## src/rtl/branch_target_predictor.sv

```systemverilog
// Fetch-side branch target predictor: direct-mapped BTB with 2-bit saturating
// counters, trained by execute's resolution packet, plus saturating perf counters.
module branch_target_predictor #(
    parameter int ENTRIES = 32
) (
    input  logic        clk,
    input  logic        rst,
    input  logic [31:0] fetch_pc,
    input  logic        fetch_valid,
    output logic [31:0] pred_next_pc,
    output logic        pred_taken,
    input  logic        upd_valid,
    input  logic [31:0] upd_pc,
    input  logic        upd_is_jump,
    input  logic        upd_taken,
    input  logic [31:0] upd_target,
    input  logic        upd_mispredict,
    input  logic        flush_table,
    output logic [31:0] perf_lookups,
    output logic [31:0] perf_mispredicts
);
    localparam int IDX_W = $clog2(ENTRIES);
    localparam int TAG_W = 30 - IDX_W;

    logic             valid_q  [ENTRIES];
    logic [TAG_W-1:0] tag_q    [ENTRIES];
    logic [31:0]      target_q [ENTRIES];
    logic [1:0]       ctr_q    [ENTRIES];

    logic [31:0] lookups_q;
    logic [31:0] mispredicts_q;

    logic [IDX_W-1:0] fetch_idx;
    logic [TAG_W-1:0] fetch_tag;
    logic             fetch_hit;
    logic [IDX_W-1:0] upd_idx;
    logic [TAG_W-1:0] upd_tag;
    logic             upd_hit;
    logic             upd_eff_taken;
    logic             unused_pc_bits;

    function automatic logic [1:0] sat_inc(input logic [1:0] c);
        return (c == 2'b11) ? c : c + 2'b01;
    endfunction

    function automatic logic [1:0] sat_dec(input logic [1:0] c);
        return (c == 2'b00) ? c : c - 2'b01;
    endfunction

    // Word-aligned PCs: the two low bits never take part in index or tag.
    assign unused_pc_bits = ^{fetch_pc[1:0], upd_pc[1:0]};

    assign fetch_idx = fetch_pc[IDX_W+1:2];
    assign fetch_tag = fetch_pc[31:IDX_W+2];
    assign fetch_hit = valid_q[fetch_idx] && (tag_q[fetch_idx] == fetch_tag);

    assign pred_taken   = fetch_hit && ctr_q[fetch_idx][1];
    assign pred_next_pc = pred_taken ? target_q[fetch_idx] : fetch_pc + 32'd4;

    assign upd_idx       = upd_pc[IDX_W+1:2];
    assign upd_tag       = upd_pc[31:IDX_W+2];
    assign upd_hit       = valid_q[upd_idx] && (tag_q[upd_idx] == upd_tag);
    assign upd_eff_taken = upd_taken | upd_is_jump;

    // No bypass: a same-cycle lookup sees the table as it was before this edge.
    always_ff @(posedge clk) begin
        if (!rst) begin
            for (int i = 0; i < ENTRIES; i++) begin
                valid_q[i]  <= 1'b0;
                tag_q[i]    <= '0;
                target_q[i] <= '0;
                ctr_q[i]    <= 2'b01;
            end
        end else if (flush_table) begin
            for (int i = 0; i < ENTRIES; i++) begin
                valid_q[i] <= 1'b0;
            end
        end else if (upd_valid) begin
            if (upd_hit) begin
                if (upd_eff_taken) begin
                    target_q[upd_idx] <= upd_target;
                    ctr_q[upd_idx]    <= upd_is_jump ? 2'b11 : sat_inc(ctr_q[upd_idx]);
                end else begin
                    ctr_q[upd_idx] <= sat_dec(ctr_q[upd_idx]);
                end
            end else if (upd_eff_taken) begin
                valid_q[upd_idx]  <= 1'b1;
                tag_q[upd_idx]    <= upd_tag;
                target_q[upd_idx] <= upd_target;
                ctr_q[upd_idx]    <= upd_is_jump ? 2'b11 : 2'b10;
            end
        end
    end

    always_ff @(posedge clk) begin
        if (!rst) begin
            lookups_q     <= '0;
            mispredicts_q <= '0;
        end else begin
            if (fetch_valid && (lookups_q != 32'hFFFF_FFFF)) begin
                lookups_q <= lookups_q + 32'd1;
            end
            if (upd_valid && upd_mispredict && (mispredicts_q != 32'hFFFF_FFFF)) begin
                mispredicts_q <= mispredicts_q + 32'd1;
            end
        end
    end

    assign perf_lookups     = lookups_q;
    assign perf_mispredicts = mispredicts_q;

endmodule

```

## config.mk

```make
export PLATFORM = sky130hd
export DESIGN_NAME = branch_target_predictor
export DESIGN_NICKNAME = d
export VERILOG_FILES = /design/src/rtl/branch_target_predictor.sv
export SDC_FILE = /design/constraint.sdc
export NUM_CORES = 2
export LEC_CHECK = 0
export ABC_AREA = 1
export CAP_MARGIN = 20
export CORE_MARGIN = 4
export CORE_UTILIZATION = 45
export CTS_CLUSTER_SIZE = 14
export DETAILED_ROUTE_END_ITERATION = 8
export PLACE_DENSITY = 0.67
export SYNTH_ARGS = -nofsm -noshare
export SYNTH_HDL_FRONTEND = slang
export SYNTH_SLANG_ARGS = --single-unit
```

## constraint.sdc

```tcl
create_clock -name clk -period 11.05 [get_ports clk]
set_clock_uncertainty 0.1 [all_clocks]
set_input_delay 2.21 -clock clk [delete_from_list [all_inputs] [get_ports clk]]
set_output_delay 2.21 -clock clk [all_outputs]
set_load 0.03 [all_outputs]
```

==> impl_metrics.ini <==
[yosys]
synth_area_leaders = edfxtp_1, nor2_1, nand2_1
synth_nets = 11200
async_flop_share_pct = 0
synth_seq_cells = 1984
synth_cell_types = 51
yosysSeqAreaShare_pct = 59.6
syn_avg_cell_area_um2 = 8.86
yosysTopAreaCellShare_pct = 57.7
yosysTopAreaCell = edfxtp_1
synth_common_cells = nor2_1, nand2_1, edfxtp_1
ys_warn_count = 0
synthesis.area_mm2 = 0.0983
synth_edf_count = 1888
synth_ff_type = edfxtp_1
netlist_instances = 11100
yosysMostFrequentCell = nor2_1

[final_layout]
drive_above_1_share_pct = 6.36
area_growth_pct = 11.4
stdcell_count = 13900
nets = 11000
fin_area_mm2 = 0.109
utilization_pct = 50.4

[floorplanning]
ios = 201
die-area_mm2 = 0.226
chipWidth_um = 475
die_y_um = 475
rows = 171
core_mm2 = 0.217
start_util_pct = 45.3

[placed_design]
gp_congestion = 0.976
pre_cts_ws_ns = 1.38
port_buffers = 198
place_inst = 13500
postPlaceCellArea_mm2 = 0.103
hpwl_mm = 227

[setup_path]
start_kind = input port
crit_type = input port to output port
r2r-start = tag_q[5][1]
crit_path_end = pred_next_pc[8]
r2r-end = tag_q[19][12]
cp_slowest_stage_delay_ns = 1.04
endpoint_kind = output port
crit_family = buffers and inverters
crit_chain = clkdlybuf4s50_1 -> inv_4 -> nor2_4 -> buf_12 -> nand2_1 -> nand4_1 -> nand2_1 -> nand2_1 -> nand3b_1 -> nor2_1 -> nand3_1 -> nor2_2 -> nand2_1 -> o21ai_0 -> clkdlybuf4s50_1
cp.buffers_inverters = 4
cp.depth = 15
path_max_fanout = 43
cp.required_ns = 8.74
critPathSlowestCell = clkdlybuf4s50_1
cp_common_cell = nand2_1
startpoint = fetch_pc[5]
reg2reg_slack_ns = 5.76
worstRegToRegCells = 23
worstPathArrival_ns = 7.50

[clocking]
cts.sinks = 1984
root_buffer = clkbuf_16
htreeDepth = 4
path_clk_slew_ns = 0.06
cts-buffers-inserted = 207
cts_tree = done
hold_buffers = 0
ctsResizeCount = 0
clk_latency_ns = 0.90
cts_setup_buffers = 0
cts_buffer_depth = 3

[sta]
hold_viol = 0
setup_ws_ns = 1.24
tightest_slew_ns = 1.46
rsz0062_at_grt = no
finalHoldWorstSlack_ns = 0.366
max_freq_mhz = 102
period_needed_ns = 9.81
setup_viol_count_final = 0
totalNegativeSetupSlack_ns = 0
maxSlewViolCount = 0
relSlewSlack_pct = 2.89
fin_crit_sh_pct = 88.7

[pwr]
p_int_mw = 12.9
swShare_pct = 26.7
power.total_mw = 17.6
switching_power_mw = 4.70
p_clk_share_pct = 39.5
powerDensity_mw_per_mm2 = 161
combPwrFrac_pct = 11.1
ir_drop_uv = 166
p_leak_nw = 41.7
seq_power_share_pct = 49.4

[flow_run]
maxCapViolCount = 0

[global_routing]
track_usage_pct = 32.4
gr-total-overflow = 0
grt_pass1_wl_mm = 538
grt_pass1_vias = 79400
antenna_found_initial = 19
grt_max_degree = 208

[routing]
vias = 85600
drc = 0
drtIter0Drc = 14800
first_pass_iters = 7
drt_wl_total_mm = 378
drtAntennaViolNets = 0
avgRoutedWirePerCell_um = 27.2
vias_per_cell = 6.16

[hold_path]
min_path_type = register to register

[status]
status = finished, final reports clean
==> registers in the layout, summed over array words and instances (netlist names) <==
| name | count |
|---|---|
| ctr_q | 64 |
| perf_mispredicts | 32 |
| perf_lookups | 32 |
| tag_q | 800 |
| target_q | 1024 |
| valid_q | 32 |
==> cells in the final DEF, fill, tap and decap left out, types with 50 or more instances in the layout <==
cell / n
nand3_1: 262
inv_1: 496
clkinv_1: 63
nor3_1: 53
edfxtp_1: 1888
o22ai_1: 267
nor2_1: 2868
clkbuf_16: 209
nand2_1: 2090
o211ai_1: 50
nand4_1: 104
buf_4: 242
o21ai_0: 1258
dfxtp_1: 96
clkdlybuf4s50_1: 171
a21oi_1: 314
==> routing by layer <==
layer  GRT usage, %  routed length, um
met1           42.5             136000
met2           48.0             164000
met3           9.16              53600
met4           19.3              24900
met5              0                 59
==> how the worst min path moves through the flow <==
| stage | end | slack [ns] | start | cells past startpoint |
|---|---|---|---|---|
| 2_1_floorplan | valid_q[15] | 0.34 | valid_q[15] | 2 |
| 3_3_place_gp | valid_q[7] | 0.36 | valid_q[7] | 2 |
| 4_1_cts | valid_q[8] | 0.37 | valid_q[8] | 2 |
| 3_5_place_dp | valid_q[8] | 0.36 | valid_q[8] | 2 |
| 5_1_grt | valid_q[19] | 0.39 | valid_q[19] | 2 |
| 6_report | valid_q[8] | 0.37 | valid_q[8] | 2 |
==> tightest hold or removal path, cell delays in order, from the launching register on <==
cell	delay, ns
dfxtp_1	0.32
nand2_1	0.06
nand2_1	0.04
==> kinds of logic after synthesis <==
kind of cell,count (synthesis),synth area share [%]
adders and majority gates,3,0.0382
xor gates and xnor gates,35,0.312
DFF,1984,59.6
and+or+nand+nor,5498,22.1
AOI/OAI and AO/OA,2138,12.0
buffers and inverters,1435,5.96
==> power by group through the flow <==
stage               Clock, mW  Sequential (mW)  Combinational [mW]
CTS                      6.96             8.70                1.87
floorplan                   0             8.82                1.08
global placement            0             8.83                1.83
detailed placement          0             8.85                1.87
finish                   6.96             8.70                1.95
global route             7.27             8.73                2.05
==> cell type report <==
class | count | area, um^2
Tap cell | 2854 | 3570
Clock inverter | 123 | 1180
Fill cell | 19400 | 108000
Sequential cell | 1984 | 58600
Inverter | 521 | 1990
Multi-Input combinational cell | 7674 | 33900
Timing Repair Buffer | 473 | 4740
Clock buffer | 259 | 5440
Antenna cell | 6 | 15.0
Note: power is estimated with default switching activity, not from simulation.
